File: src/rtl/sar_pkg.sv
// -----------------------------------------------------------------------------
// sar_pkg
// Shared definitions for the SAR ADC controller:
//   NBIT_DEF    default converter resolution
//   IDX_W       width needed to hold a bit index 0..NBIT_DEF-1
//   sar_state_e controller phases (sample, bit trial, done)
// Optional feature macro used by the design: SAR_COMP_READY_EN (see sar_ctrl).
// -----------------------------------------------------------------------------
package sar_pkg;

  localparam int unsigned NBIT_DEF = 10;
  localparam int unsigned IDX_W    = $clog2(NBIT_DEF);

  typedef enum logic [1:0] {
    ST_SAMPLE = 2'd0,
    ST_TRIAL  = 2'd1,
    ST_DONE   = 2'd2
  } sar_state_e;

endpackage

File: src/rtl/sar_bit_reg.sv
// -----------------------------------------------------------------------------
// sar_bit_reg
// Successive-approximation trial register plus one-hot cycle-flag pointer.
// Index 0 is the MSB on every vector.
// Ports:
//   clk_i         system clock
//   rst_ni        asynchronous active-low reset
//   clear_i       zero the trial word and the pointer
//   load_i        start a conversion: trial word = MSB only, pointer at bit 0
//   decide_i      resolve the bit under the pointer with d_i, arm the next bit
//   d_i           comparator decision for the bit under the pointer
//   trial_o       registered trial word (drives the capacitive DAC)
//   trial_next_o  value the trial word takes at the next edge
//   cf_o          registered one-hot pointer (all zero outside the trials)
// -----------------------------------------------------------------------------
module sar_bit_reg
  import sar_pkg::*;
#(
  parameter int unsigned NBIT = NBIT_DEF
) (
  input  logic            clk_i,
  input  logic            rst_ni,
  input  logic            clear_i,
  input  logic            load_i,
  input  logic            decide_i,
  input  logic            d_i,
  output logic [0:NBIT-1] trial_o,
  output logic [0:NBIT-1] trial_next_o,
  output logic [0:NBIT-1] cf_o
);

  logic [0:NBIT-1] trial_q, trial_d;
  logic [0:NBIT-1] cf_q, cf_d;

  // Next trial word and pointer for clear / load / decide / hold.
  always_comb begin
    trial_d = trial_q;
    cf_d    = cf_q;
    if (clear_i) begin
      trial_d = '0;
      cf_d    = '0;
    end else if (load_i) begin
      trial_d    = '0;
      trial_d[0] = 1'b1;
      cf_d       = '0;
      cf_d[0]    = 1'b1;
    end else if (decide_i) begin
      // Pointer moves one bit toward the LSB; the bit it lands on is set to 1
      // as the next trial. Shifting out of the LSB leaves the pointer empty.
      cf_d[0] = 1'b0;
      for (int i = 1; i < int'(NBIT); i++) begin
        cf_d[i] = cf_q[i-1];
        if (cf_q[i-1]) begin
          trial_d[i] = 1'b1;
        end else begin
          trial_d[i] = trial_q[i];
        end
      end
      // The bit currently under trial takes the comparator decision.
      for (int i = 0; i < int'(NBIT); i++) begin
        if (cf_q[i]) begin
          trial_d[i] = d_i;
        end else begin
          trial_d[i] = trial_d[i];
        end
      end
    end else begin
      trial_d = trial_q;
      cf_d    = cf_q;
    end
  end

  // Trial word and pointer registers.
  always_ff @(posedge clk_i or negedge rst_ni) begin
    if (!rst_ni) begin
      trial_q <= '0;
      cf_q    <= '0;
    end else begin
      trial_q <= trial_d;
      cf_q    <= cf_d;
    end
  end

  assign trial_o      = trial_q;
  assign trial_next_o = trial_d;
  assign cf_o         = cf_q;

endmodule

File: src/rtl/sar_ctrl.sv
// -----------------------------------------------------------------------------
// sar_ctrl
// Controller for a fully-differential charge-redistribution SAR ADC.
// Sequence: SAMPLE (SAMPLE_CYCLES cycles) -> one TRIAL per bit -> DONE, repeated
// while ENABLE is high. ENABLE low is an asynchronous reset of all state.
// Ports:
//   CLK            system clock (rising edge)
//   ENABLE         asynchronous active-low reset / run enable
//   COMP_P/COMP_N  comparator outputs (COMP_P=1 keeps the trial bit)
//   CLKS/CLKSB     sample switch control and its inverse
//   EOC            one-cycle end-of-conversion strobe
//   CF             one-hot flag of the bit under trial
//   DOUT           last completed result (index 0 = MSB)
//   CDAC_P/CDAC_N  P-side DAC word (trial register) and its complement
// Optional feature macro: SAR_COMP_READY_EN -- when defined a trial only
// advances on an edge with COMP_P ^ COMP_N = 1; otherwise it stalls.
// All outputs come from registers; comparator inputs only reach next-state
// logic.
// -----------------------------------------------------------------------------
module sar_ctrl
  import sar_pkg::*;
#(
  parameter int unsigned NBIT          = NBIT_DEF,
  parameter int unsigned SAMPLE_CYCLES = 1
) (
  input  logic            CLK,
  input  logic            ENABLE,
  input  logic            COMP_P,
  input  logic            COMP_N,
  output logic            CLKS,
  output logic            CLKSB,
  output logic            EOC,
  output logic [0:NBIT-1] CF,
  output logic [0:NBIT-1] DOUT,
  output logic [0:NBIT-1] CDAC_P,
  output logic [0:NBIT-1] CDAC_N
);

  localparam int unsigned     CNT_W    = $clog2(SAMPLE_CYCLES + 1);
  localparam logic [CNT_W-1:0] CNT_LAST = CNT_W'(SAMPLE_CYCLES);

  sar_state_e       state_q, state_d;
  logic [CNT_W-1:0] cnt_q, cnt_d;
  logic             clks_q, clks_d;
  logic             eoc_q, eoc_d;
  logic [0:NBIT-1]  dout_q, dout_d;

  logic             clear_s, load_s, decide_s, valid_s;
  logic [0:NBIT-1]  trial_s, trial_next_s, cf_s;

`ifdef SAR_COMP_READY_EN
  // Only a complementary comparator pair is a resolved decision.
  assign valid_s = COMP_P ^ COMP_N;
`else
  logic unused_comp_n_s;
  assign valid_s         = 1'b1;
  assign unused_comp_n_s = COMP_N;
`endif

  // Phase sequencing, sample counter and next values of the output registers.
  always_comb begin
    state_d  = state_q;
    cnt_d    = cnt_q;
    clks_d   = 1'b0;
    eoc_d    = 1'b0;
    dout_d   = dout_q;
    clear_s  = 1'b0;
    load_s   = 1'b0;
    decide_s = 1'b0;
    case (state_q)
      ST_SAMPLE: begin
        // The counter starts at 0 out of reset (reset-hold cycle shows CLKS=0)
        // and at 1 out of DONE, so CLKS is high for SAMPLE_CYCLES cycles.
        if (cnt_q == CNT_LAST) begin
          state_d = ST_TRIAL;
          cnt_d   = '0;
          load_s  = 1'b1;
        end else begin
          cnt_d   = cnt_q + 1'b1;
          clks_d  = 1'b1;
          clear_s = 1'b1;
        end
      end
      ST_TRIAL: begin
        if (valid_s) begin
          decide_s = 1'b1;
          if (cf_s[NBIT-1]) begin
            state_d = ST_DONE;
            eoc_d   = 1'b1;
            dout_d  = trial_next_s;
          end else begin
            state_d = ST_TRIAL;
          end
        end else begin
          state_d = ST_TRIAL;
        end
      end
      ST_DONE: begin
        state_d = ST_SAMPLE;
        cnt_d   = CNT_W'(1);
        clks_d  = 1'b1;
        clear_s = 1'b1;
      end
      default: begin
        state_d = ST_SAMPLE;
        cnt_d   = '0;
        clear_s = 1'b1;
      end
    endcase
  end

  // FSM state, sample counter and output registers.
  always_ff @(posedge CLK or negedge ENABLE) begin
    if (!ENABLE) begin
      state_q <= ST_SAMPLE;
      cnt_q   <= '0;
      clks_q  <= 1'b0;
      eoc_q   <= 1'b0;
      dout_q  <= '0;
    end else begin
      state_q <= state_d;
      cnt_q   <= cnt_d;
      clks_q  <= clks_d;
      eoc_q   <= eoc_d;
      dout_q  <= dout_d;
    end
  end

  sar_bit_reg #(
    .NBIT (NBIT)
  ) u_bit_reg (
    .clk_i        (CLK),
    .rst_ni       (ENABLE),
    .clear_i      (clear_s),
    .load_i       (load_s),
    .decide_i     (decide_s),
    .d_i          (COMP_P),
    .trial_o      (trial_s),
    .trial_next_o (trial_next_s),
    .cf_o         (cf_s)
  );

  assign CLKS   = clks_q;
  assign CLKSB  = ~clks_q;
  assign EOC    = eoc_q;
  assign CF     = cf_s;
  assign DOUT   = dout_q;
  assign CDAC_P = trial_s;
  assign CDAC_N = ~trial_s;

endmodule

File: config.mk
export PLATFORM = sky130hd
export DESIGN_NAME = sar_ctrl
export DESIGN_NICKNAME = d
export VERILOG_FILES = /design/src/rtl/sar_pkg.sv /design/src/rtl/sar_bit_reg.sv /design/src/rtl/sar_ctrl.sv
export SDC_FILE = /design/constraint.sdc
export NUM_CORES = 1
export LEC_CHECK = 0
export BUFFER_PORTS_ARGS = -buffer_cell sky130_fd_sc_hd__buf_2
export CAP_MARGIN = 0
export CORE_MARGIN = 1.5
export CORE_UTILIZATION = 40
export DETAILED_ROUTE_END_ITERATION = 6
export PLACE_DENSITY = 0.64
export SLEW_MARGIN = 20
export SYNTH_ARGS = -nofsm -noshare
export SYNTH_HDL_FRONTEND = slang
export SYNTH_HIERARCHICAL = 1
export SYNTH_SLANG_ARGS = --single-unit
File: constraint.sdc
create_clock -name CLK -period 4.9 [get_ports CLK]
set_input_delay 0.98 -clock CLK [delete_from_list [all_inputs] [get_ports CLK]]
set_output_delay 0.98 -clock CLK [all_outputs]
set_load 0.02 [all_outputs]
==> results.json, run 1 <==
{
  "setup_viol": 0,
  "fin_area_mm2": 0.00186,
  "area_growth_pct": 20.0,
  "cts_resized": 0,
  "coreArea_mm2": 0.00369,
  "viasPerCell": 5.02,
  "pre_cts_slack_ns": 2.51,
  "synth_edf_count": 0,
  "routed_wl_mm": 2.90,
  "drv_cap": 0,
  "die_w_um": 65.2,
  "nets": 176,
  "rsz0062_at_grt": "no",
  "cellLeakagePower_uw": 0.000846,
  "cts_sinks": 35,
  "ys_top_cells_by_count": "dfrtp_1 (35), inv_1 (21), nor2_1 (11)",
  "place.gp.congestion": 0.709,
  "cellPowerDensity_mw_per_mm2": 281,
  "synth_area_mm2": 0.00155,
  "grt_remaining_overflow": 0,
  "fill_cells": 359,
  "port_buffers": 45,
  "finalHoldViolCount": 0,
  "fp.dieH_um": 65.2,
  "worst_pin_slew_ns": 0.880,
  "min_path_type": "reg -> reg",
  "clock_latency_ns": 0.27,
  "drive_above_1_share_pct": 39.0,
  "p_sw_share_pct": 21.0,
  "synth_warnings": 6,
  "fin_ws_ns": 2.48,
  "io_pins": 47,
  "crit_arrival_ns": 2.58,
  "cpMaxStageDelayCell": "nor2b_1",
  "cts-root-buf": "clkbuf_8",
  "grt_max_degree": 36,
  "antenna_found_initial": 0,
  "cts_inserted_buffers": 5,
  "synthArstFlopShare_pct": 100,
  "ys_types": 24,
  "path_delay_family": "simple AND/OR/NAND/NOR gates",
  "ir_worst_vdd_v": 0.000200,
  "crit_type": "reg -> reg",
  "clk_pin_slew_worst_paths_ns": 0.07,
  "worstPathMaxFanout": 22,
  "post_dp_cell_area_mm2": 0.00177,
  "clkPwrFrac_pct": 39.1,
  "synth_ff_type": "dfrtp_1",
  "num_vias": 1105,
  "pwr-share-comb_pct": 4.2,
  "min_period_over_period_pct": 49.4,
  "synthTopCellsByArea": "dfrtp_1 (57%), mux2_4 (8.7%), mux2i_1 (5.8%)",
  "yosysTopAreaCell": "dfrtp_1",
  "die_area_mm2": 0.00425,
  "synth_top_area_share_pct": 56.6,
  "yosysMostFrequentCell": "dfrtp_1",
  "max_slew_margin_pct": 41.2,
  "power.internal_uw": 412,
  "required_ns": 5.06,
  "fin_tns_setup_ns": 0,
  "synth-seq-cells": 35,
  "avgRoutedWirePerCell_um": 13.2,
  "postCtsHoldBufs": 0,
  "htree_num_levels": 2,
  "utilization_pct": 50.3,
  "cp_cell_sequence": "and2b_2, nor2b_1, a221oi_1, mux2_4",
  "multiInputGateArea_um2": 529,
  "drc": 0,
  "finClkSkew_ns": 0.00207,
  "syn-num-nets": 131,
  "worst_setup_path_start_kind": "flop",
  "num_rows": 22,
  "grtUsageTotal_pct": 14.2,
  "seq_area_frac_synth_pct": 56.6,
  "grt_pass1_wl_mm": 4.56,
  "pwr-share-seq_pct": 56.7,
  "fmax_ghz": 0.413,
  "slowest_delay_ns": 0.77,
  "num_antenna_cells": 0,
  "drv_slew": 0,
  "grt_pass1_vias": 1024,
  "status": "finished, final reports clean",
  "dr.pass1.iters": 5,
  "drtAntennaViolNets": 0,
  "p_sw_uw": 109,
  "postCtsSetupBuffers": 0,
  "worstPathBufferInverterCount": 0,
  "period_needed_ns": 2.42,
  "drt_iter0_markers": 35,
  "dpl.hpwl_mm": 1.88,
  "max-clock-path-buffers": 2,
  "syn_area_per_cell_um2": 12.2,
  "seq_area_um2": 876,
  "start_util_pct": 42.0,
  "worst_setup_path_end_kind": "flop",
  "netlist_instances": 127,
  "cts_tree": "done"
}
## cell families after synthesis
kind of cell	after synthesis	share of synthesized area (%)
flops	35	56.6
buf+inv	28	9.22
compound gates	23	10.6
simple gates	21	7.76
mux	19	15.3
xor+xnor	1	0.566
## layout by cell type, fill, tap and decap left out, types with 2 or more instances in the layout
| master | synthesis | routed |
|---|---|---|
| and2b_2 | 2 | 2 |
| clkbuf_8 | 0 | 6 |
| nand2b_1 | 3 | 3 |
| mux2_4 | 9 | 9 |
| dfrtp_1 | 35 | 35 |
| buf_2 | 3 | 45 |
| inv_1 | 21 | 21 |
| o21ai_0 | 9 | 9 |
| a221oi_1 | 8 | 8 |
| nor2_1 | 11 | 11 |
| mux2i_1 | 9 | 9 |
| a21oi_1 | 2 | 2 |
## final timing paths
| path | from | end | slack, ns | depth (start not counted) |
|---|---|---|---|---|
| max | state_q[0] | DOUT[2] | 2.48 | 4 |
| min in group asynchronous | ENABLE | u_bit_reg/trial_o[5] | 0.78 | 1 |
| min reg2reg | state_q[1] | state_q[0] | 0.50 | 1 |
| min | state_q[1] | state_q[0] | 0.50 | 1 |
| max in group asynchronous | ENABLE | u_bit_reg/trial_o[1] | 3.63 | 1 |
| max reg2reg | state_q[0] | DOUT[2] | 2.48 | 4 |
## routing by layer
layer	vias up	wire length, µm	global-route usage [%]
met1	546	1270	16.8
met2	39	1380	23.9
met4	0	74	6.77
li1	512	-	-
met5	-	0	0
met3	8	168	3.77
## registers in the layout, summed over array words and instances, names as in the netlist
name               count
DOUT                  10
u_bit_reg/cf_o        10
u_bit_reg/trial_o     10
state_q                2
CLKS                   1
EOC                    1
cnt_q                  1
## layout make-up
cell class / count / share of cell area (%)
flip-flops and latches: 35 / 47.2
multi-input cells: 64 / 28.5
repair buffers: 45 / 12.1
clock buffers: 6 / 4.45
inverters: 21 / 4.25
well taps: 48 / 3.23
clock inverters: 1 / 0.270
## worst reg2reg max path, stage by stage (launching register included)
cell and delay, ns:
dfrtp_1 0.48, and2b_2 0.49, nor2b_1 0.77, a221oi_1 0.27
mux2_4 0.31
## per-stage QoR
stage	power (µW)	std cells	hold WS [ns]
finish	521	220	0.500
global route	538	220	0.523
CTS	526	220	0.503
detailed placement	323	213	0.489
global placement	323	213	0.471
floorplan	312	127	0.448
## power by group through the flow
| stage | sequential, µW | combinational, µW | clock, µW |
|---|---|---|---|
| after floorplan | 306 | 5.56 | 0 |
| after global placement | 300 | 22.2 | 0 |
| after detailed placement | 301 | 22.4 | 0 |
| after CTS | 295 | 22.6 | 208 |
| after global routing | 295 | 24.0 | 219 |
| final | 295 | 21.9 | 204 |
(Power assumes the default switching activity.)
==> run 2: changes to the inputs <==
- PLACE_DENSITY: 0.64 -> 0.66
- clock period: 4.9 -> 1.9 ns (I/O delays scaled with it)
==> run 2 against run 1 <==
  * Combinational power increased to 2.6 times the previous value
  * Total power increased to 2.5 times the previous value
  * Sequential share of layout area decreased by 1.6 points
  * Critical path type unchanged
  * Critical endpoint is now DOUT[3]
  * Highest routed layer unchanged
==> results.json, run 2 (synthesis gave the netlist of run 1 again) <==
{
  "worst_setup_path_start_kind": "flop",
  "drv_slew": 0,
  "cts_inserted_buffers": 5,
  "crit_type": "reg -> reg",
  "antenna_found_initial": 0,
  "fmax_ghz": 0.535,
  "clock_latency_ns": 0.29,
  "rsz0062_at_grt": "yes",
  "cellLeakagePower_uw": 0.000865,
  "fin_area_mm2": 0.00192,
  "grtUsageTotal_pct": 14.9,
  "worst_pin_slew_ns": 0.742,
  "worstPathMaxFanout": 18,
  "min_period_over_period_pct": 98.5,
  "finalHoldViolCount": 0,
  "grt_remaining_overflow": 0,
  "cts-root-buf": "clkbuf_8",
  "cts_resized": 0,
  "die_area_mm2": 0.00425,
  "postCtsHoldBufs": 0,
  "final_common_cell": "buf_2",
  "grt_max_degree": 36,
  "start_util_pct": 42.0,
  "nets": 181,
  "crit_arrival_ns": 2.10,
  "finClkSkew_ns": 0.00422,
  "fp.dieH_um": 65.2,
  "drc": 0,
  "cts_tree": "done",
  "num_rows": 22,
  "routed_wl_mm": 2.94,
  "port_buffers": 45,
  "post_dp_cell_area_mm2": 0.00182,
  "period_needed_ns": 1.87,
  "grt_pass1_wl_mm": 4.65,
  "htree_num_levels": 2,
  "num_antenna_cells": 0,
  "status": "finished, final reports clean",
  "place.gp.congestion": 0.722,
  "fill_cells": 359,
  "max_slew_margin_pct": 50.5,
  "max-clock-path-buffers": 2,
  "clk_pin_slew_worst_paths_ns": 0.06,
  "avgRoutedWirePerCell_um": 13.1,
  "mostFrequentLayoutCells": "buf_2 (45), dfrtp_1 (35), inv_1 (21)",
  "drive_above_1_share_pct": 42.6,
  "cts_sinks": 35,
  "drtAntennaViolNets": 0,
  "ir_worst_vdd_v": 0.000533,
  "stdcell_count": 224,
  "dr.pass1.iters": 4,
  "slowest_delay_ns": 0.41,
  "required_ns": 2.13,
  "min_path_type": "in -> async",
  "num_vias": 1063,
  "setup_viol": 0,
  "drt_iter0_markers": 25,
  "io_pins": 47,
  "cellPowerDensity_mw_per_mm2": 679,
  "viasPerCell": 4.75,
  "dp.cells": 218,
  "area_growth_pct": 24.3,
  "coreArea_mm2": 0.00369,
  "dpl.hpwl_mm": 1.98,
  "cpMaxStageDelayCell": "dfrtp_1",
  "grt_pass1_vias": 1019,
  "die_w_um": 65.2,
  "utilization_pct": 52.1,
  "worst_setup_path_end_kind": "flop",
  "drv_cap": 0,
  "postCtsSetupBuffers": 0,
  "cp_cell_sequence": "and2b_2, and2b_1, or2_1, buf_4, a221oi_1, mux2_4"
}
## run 2: cell types whose count changed in the layout (fill, tap and decap cells not counted)
cell,delta
a221oi_2,+5
clkbuf_8,-1
buf_4,+4
buf_12,+1
clkbuf_1,+1
clkinv_2,-1
a221oi_1,-5
## run 2: per-layer routing
layer / vias to the layer above / track usage [%] / part of all wire, %
met3: 5 / 3.77 / 4.6
met1: 510 / 17.9 / 45
met5: - / 0 / 0
met4: 0 / 9.38 / 2.2
li1: 520 / - / -
met2: 28 / 24.0 / 48
## run 2: final cells by class
type                       instances  area, µm²  share of cell area, %
sequential                        35        876                   45.5
multi-input combinational         64        561                   29.1
timing repair buffer              50        275                   14.3
inverter                          21       78.8                   4.10
clock buffer                       6       72.6                   3.77
tap                               48       60.1                   3.12
## run 2: critical path: cells and delay by family (launching register included)
family,cells,cell delay (ns)
AOI/OAI and AO/OA,1,0.31
buffers and inverters,1,0.20
DFF,1,0.41
muxes,1,0.21
and+or+nand+nor,3,0.68
## run 2: where the power goes
group / switching, µW / leakage (µW) / internal [µW]
Sequential: 5.30 / 0.000458 / 756
Combinational: 34.6 / 0.000370 / 21.5
Clock: 244 / 0.0000371 / 244
Total: 284 / 0.000865 / 1020
## run 2: through the flow
step	setup slack [ns]	hold slack (ns)	power [µW]	setup TNS, ns
6_report	0.0294	0.148	1310	0
5_1_grt	-0.0703	0.216	1350	-0.209
4_1_cts	0.0145	0.187	1330	0
3_5_place_dp	0.0388	0.488	834	0
3_3_place_gp	0.107	0.472	832	0
2_1_floorplan	0.224	0.0844	804	0
## run 2: worst paths after layout
check	from	endpoint	slack, ns	cells past startpoint
max	state_q[1]	DOUT[3]	0.03	6
min	ENABLE	DOUT[5]	0.15	1
max reg2reg	state_q[1]	DOUT[3]	0.03	6
min reg2reg	DOUT[5]	DOUT[5]	0.50	1
max in group asynchronous	ENABLE	DOUT[2]	1.26	1
min in group CLK	COMP_P	u_bit_reg/trial_o[0]	0.46	3
